`config.mk`:
```
export PLATFORM = sky130hd
export DESIGN_NAME = div_ctrl
export DESIGN_NICKNAME = d
export VERILOG_FILES = /design/src/rtl/div_ctrl_pkg.sv /design/src/rtl/div_ctrl_axis_src_hs.sv /design/src/rtl/div_ctrl.sv
export SDC_FILE = /design/constraint.sdc
export NUM_CORES = 1
export LEC_CHECK = 0
export CORE_ASPECT_RATIO = 0.8
export CORE_MARGIN = 8
export CORE_UTILIZATION = 35
export DETAILED_ROUTE_END_ITERATION = 6
export GPL_TIMING_DRIVEN = 0
export MAX_ROUTING_LAYER = met4
export PLACE_DENSITY = 0.87
export SETUP_SLACK_MARGIN = 0.02
export SYNTH_ARGS = -nofsm -noshare
export SYNTH_HDL_FRONTEND = slang
export SYNTH_SLANG_ARGS = --single-unit
```
`constraint.sdc`:
```
create_clock -name clk -period 5.4 [get_ports clk]
set_input_delay 1.35 -clock clk [delete_from_list [all_inputs] [get_ports clk]]
set_output_delay 1.35 -clock clk [all_outputs]
set_load 0.05 [all_outputs]
```
`src/rtl/div_ctrl_pkg.sv`:
```
// div_ctrl_pkg: shared types and defaults for the divider sequencer.
//   div_state_e  - sequencer state encoding (3-bit)
//   DefaultDataW - default operand/result width
//   DefaultLatW  - default width of the saturating latency counter
// Core result layout: dout_tdata = {remainder, quotient}, quotient in the low half.
package div_ctrl_pkg;

   localparam int unsigned DefaultDataW = 32;
   localparam int unsigned DefaultLatW  = 6;

   typedef enum logic [2:0] {
      StIdle  = 3'd0,
      StIssue = 3'd1,
      StWait  = 3'd2,
      StDone  = 3'd3,
      StDrain = 3'd4
   } div_state_e;

endpackage

```
`src/rtl/div_ctrl_axis_src_hs.sv`:
```
// axis_src_hs: one AXI-stream source channel of the divider operand interface.
// Holds a pending flag that is set by start and cleared on the tvalid&tready
// handshake; tvalid is the registered pending flag itself.
//   clk    - clock
//   reset  - asynchronous, active-high
//   start  - arm the channel (new operation accepted)
//   tready - ready of the core currently selected
//   tvalid - operand valid, before steering to a core
//   fire   - handshake completes this cycle
module axis_src_hs (
   input  logic clk,
   input  logic reset,
   input  logic start,
   input  logic tready,
   output logic tvalid,
   output logic fire
);

   logic pending_q;
   logic pending_d;

   always_comb begin
      pending_d = pending_q;
      if (start) begin
         pending_d = 1'b1;
      end else if (pending_q && tready) begin
         pending_d = 1'b0;
      end
   end

   always_ff @(posedge clk or posedge reset) begin
      if (reset) begin
         pending_q <= 1'b0;
      end else begin
         pending_q <= pending_d;
      end
   end

   assign tvalid = pending_q;
   assign fire   = pending_q & tready;

endmodule

```
`src/rtl/div_ctrl.sv`:
```
// div_ctrl: sequencer between the execute stage and the signed/unsigned divider cores.
// Latches one request, handshakes both operand channels to the selected core, waits for
// the result and holds it until accepted. A flush kills the operation; any result still
// in flight is drained and discarded.
//   clk, reset                  - clock, asynchronous active-high reset
//   req_*                       - request from the execute stage
//   flush                       - kill the current operation
//   res_accept                  - consumer takes the result
//   done, quot, rem             - registered result and its valid
//   busy, lat_cnt               - status: not idle, saturating issue-to-dout cycle count
//   dividend_tdata/divisor_tdata- operands shared by both cores
//   s_*/u_* tvalid/tready       - operand handshakes for the signed/unsigned core
//   s_dout_*/u_dout_*           - core results {rem, quot}
module div_ctrl
   import div_ctrl_pkg::*;
#(
   parameter int unsigned DATA_W = DefaultDataW,
   parameter int unsigned LAT_W  = DefaultLatW
) (
   input  logic                clk,
   input  logic                reset,
   input  logic                req_valid,
   input  logic                req_signed,
   input  logic [DATA_W-1:0]   req_dividend,
   input  logic [DATA_W-1:0]   req_divisor,
   input  logic                flush,
   input  logic                res_accept,
   output logic                done,
   output logic [DATA_W-1:0]   quot,
   output logic [DATA_W-1:0]   rem,
   output logic                busy,
   output logic [LAT_W-1:0]    lat_cnt,
   output logic [DATA_W-1:0]   dividend_tdata,
   output logic [DATA_W-1:0]   divisor_tdata,
   output logic                s_dividend_tvalid,
   output logic                s_divisor_tvalid,
   output logic                u_dividend_tvalid,
   output logic                u_divisor_tvalid,
   input  logic                s_dividend_tready,
   input  logic                s_divisor_tready,
   input  logic                u_dividend_tready,
   input  logic                u_divisor_tready,
   input  logic                s_dout_tvalid,
   input  logic [2*DATA_W-1:0] s_dout_tdata,
   input  logic                u_dout_tvalid,
   input  logic [2*DATA_W-1:0] u_dout_tdata
);

   div_state_e        state_q, state_d;
   logic              sel_signed_q, sel_signed_d;
   logic              kill_q, kill_d;
   logic [DATA_W-1:0] dividend_q, dividend_d;
   logic [DATA_W-1:0] divisor_q, divisor_d;
   logic [DATA_W-1:0] quot_q, quot_d;
   logic [DATA_W-1:0] rem_q, rem_d;
   logic [LAT_W-1:0]  lat_q, lat_d;

   logic                start;
   logic                dvd_tready, dvs_tready;
   logic                dvd_tvalid, dvs_tvalid;
   logic                dvd_fire, dvs_fire;
   logic                issue_done;
   logic                dout_valid_sel;
   logic [2*DATA_W-1:0] dout_data_sel;

   assign start = (state_q == StIdle) && req_valid && !flush;

   // Readies and results come from the core chosen by the latched request only.
   assign dvd_tready     = sel_signed_q ? s_dividend_tready : u_dividend_tready;
   assign dvs_tready     = sel_signed_q ? s_divisor_tready  : u_divisor_tready;
   assign dout_valid_sel = sel_signed_q ? s_dout_tvalid     : u_dout_tvalid;
   assign dout_data_sel  = sel_signed_q ? s_dout_tdata      : u_dout_tdata;

   axis_src_hs u_dividend_hs (
      .clk    (clk),
      .reset  (reset),
      .start  (start),
      .tready (dvd_tready),
      .tvalid (dvd_tvalid),
      .fire   (dvd_fire)
   );

   axis_src_hs u_divisor_hs (
      .clk    (clk),
      .reset  (reset),
      .start  (start),
      .tready (dvs_tready),
      .tvalid (dvs_tvalid),
      .fire   (dvs_fire)
   );

   // Both channels finished, including both completing in this same cycle.
   assign issue_done = (!dvd_tvalid || dvd_fire) && (!dvs_tvalid || dvs_fire);

   always_comb begin
      state_d      = state_q;
      sel_signed_d = sel_signed_q;
      kill_d       = kill_q;
      dividend_d   = dividend_q;
      divisor_d    = divisor_q;
      quot_d       = quot_q;
      rem_d        = rem_q;
      lat_d        = lat_q;

      if ((state_q == StIssue || state_q == StWait) && lat_q != {LAT_W{1'b1}}) begin
         lat_d = lat_q + LAT_W'(1);
      end

      case (state_q)
         StIdle: begin
            kill_d = 1'b0;
            if (start) begin
               sel_signed_d = req_signed;
               dividend_d   = req_dividend;
               divisor_d    = req_divisor;
               lat_d        = '0;
               state_d      = StIssue;
            end
         end
         StIssue: begin
            // tvalid cannot be withdrawn once raised; remember the kill instead.
            if (flush) begin
               kill_d = 1'b1;
            end
            if (issue_done) begin
               state_d = (kill_q || flush) ? StDrain : StWait;
            end
         end
         StWait: begin
            if (dout_valid_sel) begin
               if (flush) begin
                  state_d = StIdle;
               end else begin
                  quot_d  = dout_data_sel[DATA_W-1:0];
                  rem_d   = dout_data_sel[2*DATA_W-1:DATA_W];
                  state_d = StDone;
               end
            end else if (flush) begin
               state_d = StDrain;
            end
         end
         StDone: begin
            if (flush || res_accept) begin
               state_d = StIdle;
            end
         end
         StDrain: begin
            if (dout_valid_sel) begin
               state_d = StIdle;
            end
         end
         default: begin
            state_d = StIdle;
         end
      endcase
   end

   always_ff @(posedge clk or posedge reset) begin
      if (reset) begin
         state_q      <= StIdle;
         sel_signed_q <= 1'b0;
         kill_q       <= 1'b0;
         dividend_q   <= '0;
         divisor_q    <= '0;
         quot_q       <= '0;
         rem_q        <= '0;
         lat_q        <= '0;
      end else begin
         state_q      <= state_d;
         sel_signed_q <= sel_signed_d;
         kill_q       <= kill_d;
         dividend_q   <= dividend_d;
         divisor_q    <= divisor_d;
         quot_q       <= quot_d;
         rem_q        <= rem_d;
         lat_q        <= lat_d;
      end
   end

   assign done    = (state_q == StDone);
   assign busy    = (state_q != StIdle);
   assign quot    = quot_q;
   assign rem     = rem_q;
   assign lat_cnt = lat_q;

   assign dividend_tdata = dividend_q;
   assign divisor_tdata  = divisor_q;

   assign s_dividend_tvalid = dvd_tvalid &  sel_signed_q;
   assign s_divisor_tvalid  = dvs_tvalid &  sel_signed_q;
   assign u_dividend_tvalid = dvd_tvalid & ~sel_signed_q;
   assign u_divisor_tvalid  = dvs_tvalid & ~sel_signed_q;

endmodule

```
==> Flow_metrics.wiki <==
{| class="wikitable"
! Metric !! Value
|-
| Outcome || complete, no violations
|-
| Synthesis-to-layout area growth || 70.7%
|-
| Setup repair after global routing missed its margin || no
|-
| Avg Inst Size Synth || 9.72 µm²
|-
| I/O pin count || 344
|-
| Sequential cell area || 0.00353 mm²
|-
| Data arrival time of the critical path || 2.44 ns
|-
| Core Region || 0.0173 mm²
|-
| VDD IR max || 0.000425 V
|-
| Footprint of the multi-input gates || 0.00235 mm²
|-
| Cts bufs inserted || 17
|-
| Number of synthesis warnings || 0
|-
| Die X || 164 µm
|-
| Cells after synthesis || 632
|-
| Critical path start-end classification || flop to primary output
|-
| Count of standard-cell rows || 43
|-
| Maximum fanout along the worst path || 10
|-
| Max-slew violation total from the final report || 0
|-
| Via density || 4.79
|-
| Kind of cell adding the most delay to the critical path || buffers and inverters
|-
| Worst Slack Setup Final || 1.61 ns
|-
| Post-route clock period utilization || 70.1%
|-
| Critical path buffer and inverter count || 3
|-
| Hold/Removal Path Class || flop to flop
|-
| Final Skew || 0.0128 ns
|-
| Mapped Area || 0.00614 mm²
|-
| Time the final worst path needs with I/O delays and setup || 3.79 ns
|-
| Sinks on Clock Net || 141
|-
| Post-route standard cell area excluding fillers || 0.0105 mm²
|-
| Antenna-violating nets left || 0
|-
| Aggregate routed wire length || 22900 µm
|-
| Final hold violations || 0
|-
| Via count || 5911
|-
| Peak Freq || 0.264 GHz
|-
| Starting density of the core || 35.6%
|-
| TritonCTS clock tree || built
|-
| Remaining design rule violation count || 0
|-
| Ratio of cells with drive above 1 in the final layout || 6.55%
|-
| Number of antenna violations at the first check in global routing || 0
|-
| Largest net degree at the start of global routing || 77
|-
| Library cell contributing the largest single delay on the critical path || sky130_fd_sc_hd__clkdlybuf4s50_1
|-
| Post-CTS setup repair buffer count || 0
|-
| Final layout net count || 1200
|-
| Clock tree buffer depth || 2
|-
| Worst-margin pin slew || 0.854 ns
|-
| Number of violations of the max-capacitance limit || 0
|-
| Die Outline Area || 0.0221 mm²
|-
| Number of global-route vias before repair || 6077
|-
| Hold buffers post-CTS || 0
|-
| Routed wire per std cell || 18.6 µm
|-
| TritonRoute pass-1 iters || 5
|-
| Congestion Overflow GR || 0
|-
| Max H-tree Level || 4
|-
| Final count of negative-setup-slack endpoints || 0
|-
| Routability Congestion || 0.867
|-
| Number of fillers in the final layout || 1371
|-
| Power density normalized to cell area || 640 mW/mm²
|-
| Slew Limit Headroom || 43.1%
|-
| Overall routing resource usage || 21.0%
|-
| Number of nets in the synthesized netlist || 837
|-
| CP endpoint kind || primary output
|-
| Clock-pin slew reported for the worst setup and hold paths after clock tree synthesis || 0.06 ns
|-
| Required time of the critical path || 4.05 ns
|-
| Die Y || 135 µm
|-
| Cell Area, Placed || 0.00989 mm²
|-
| Slowest cell delay on critical path || 0.82 ns
|-
| Cell breakdown of the critical path || buf_4, buf_1, and2_1, clkdlybuf4s50_1
|-
| Portion of the post-synthesis area used by sequential elements || 57.4%
|-
| Clock tree root buffer cell || sky130_fd_sc_hd__clkbuf_16
|-
| Kind of start point of the critical path || flop
|-
| Number of register bits inferred by synthesis || 141
|-
| Fin Setup TNS || 0 ns
|-
| First DRT Iteration DRCs || 361
|-
| Clock latency of the later-clocked register in the worst-skew pair || 0.41 ns
|-
| Post-CTS Resized || 0
|-
| Worst setup timing slack at the placement stage || 2.02 ns
|-
| Leakage power || 4.81 nW
|-
| Count of cell types in the netlist || 38
|-
| Total of buffers placed on input and output ports || 343
|-
| Wire length of the first global-routing pass || 34500 µm
|-
| DP HPWL || 18000 µm
|-
| Diode count || 0
|}
-- where the power goes --
part / internal, mW / total [mW] / switching, mW
sequential: 1.50 / 1.75 / 0.249
combinational: 1.30 / 3.77 / 2.47
clock: 0.730 / 1.19 / 0.463
total: 3.52 / 6.71 / 3.18
-- state kept, by name, indices dropped and copies added (netlist names) --
register / cells
lat_cnt: 6
sel_signed_q: 1
kill_q: 1
quot: 32
u_dividend_hs.tvalid: 1
u_divisor_hs.tvalid: 1
state_q: 3
rem: 32
divisor_tdata: 32
dividend_tdata: 32
-- routing by layer --
layer	wire length (µm)	GRT usage (%)	vias to the layer above
met5	0	-	-
met4	282	5.14	0
met3	1790	5.90	23
met2	11600	35.1	242
met1	9210	24.7	2853
li1	-	-	2793
-- worst reg2reg max path: stages (launching register included) --
cell	delay, ns
sky130_fd_sc_hd__dfrtp_1	0.32
sky130_fd_sc_hd__buf_4	0.19
sky130_fd_sc_hd__mux2i_4	0.30
sky130_fd_sc_hd__nand4bb_1	0.26
sky130_fd_sc_hd__buf_4	0.23
sky130_fd_sc_hd__clkbuf_1	0.37
sky130_fd_sc_hd__o21ai_0	0.18
-- cell usage in the layout, fill, tap and decap left out, drive strengths merged, types with 2 or more instances in the layout --
cell and n:
a21oi 4, a22oi 2, a311oi 2, and2 2
and3 2, buf 33, bufinv 3, clkbuf 27
clkdlybuf4s50 343, clkinv 3, clkinvlp 3, dfrtp 141
inv 6, mux2i 71, nand2 271, nor2 10
nor2b 2, nor3 2, o21ai 64, or3 2
xnor2 3
-- logic make-up after synthesis --
kind of cell | count (synthesis) | synth area share (%)
compound gates | 76 | 6.76
xor+xnor | 3 | 0.428
fa+ha+maj | 1 | 0.204
buf+inv | 42 | 4.26
flops | 141 | 57.4
mux | 72 | 12.0
simple gates | 297 | 19.0
-- synthesized netlist by cell type, drive strengths merged --
cell type	n	area share, %
a21oi	4	0.33
a221oi	1	0.14
a22oi	2	0.24
a311oi	2	0.39
and2	2	0.20
and3	2	0.20
buf	32	3.6
clkbuf	8	0.51
dfrtp	141	57
ha	1	0.20
inv	2	0.12
mux2	1	0.18
mux2i	71	12
nand2	271	17
nand2b	1	0.10
nand3	1	0.081
nand4	1	0.10
nand4b	1	0.14
nand4bb	1	0.18
nor2	10	0.65
nor2b	2	0.20
nor3	2	0.16
o21ai	64	5.2
o22a	1	0.14
o32a	1	0.16
o41ai	1	0.14
or2	1	0.10
or3	2	0.29
xnor2	3	0.43
-- layout make-up --
class / count / share of cell area, %
multi-input cells: 449 / 22.5
plain buffers: 40 / 2.42
inverters: 2 / 0.119
repair buffers: 344 / 33.0
clock buffers: 19 / 4.13
well taps: 225 / 2.68
clock inverters: 13 / 1.55
flip-flops and latches: 141 / 33.6
-- per-stage QoR --
step | instances | power, mW | hold slack (ns) | utilization (%)
3_3_place_gp | 1200 | 5.48 | 0.456 | 57.1
4_1_cts | 1233 | 6.77 | 0.477 | 60.7
5_1_grt | 1233 | 7.04 | 0.495 | 60.7
3_5_place_dp | 1201 | 5.55 | 0.461 | 57.3
2_1_floorplan | 632 | 4.16 | 0.474 | -
6_report | 1233 | 6.71 | 0.473 | 60.7
-- path summary, 6_finish.rpt --
path,cells past startpoint,to,slack [ns],startpoint
max,4,s_dividend_tvalid,1.61,sel_signed_q
min,2,divisor_tdata[7],0.47,divisor_tdata[7]
max reg2reg,6,quot[5],3.40,sel_signed_q
min reg2reg,2,divisor_tdata[7],0.47,divisor_tdata[7]
max in group asynchronous,3,divisor_tdata[4],3.18,reset
min in group asynchronous,2,quot[0],1.41,reset
No activity file was read; power rests on OpenSTA's default activity.
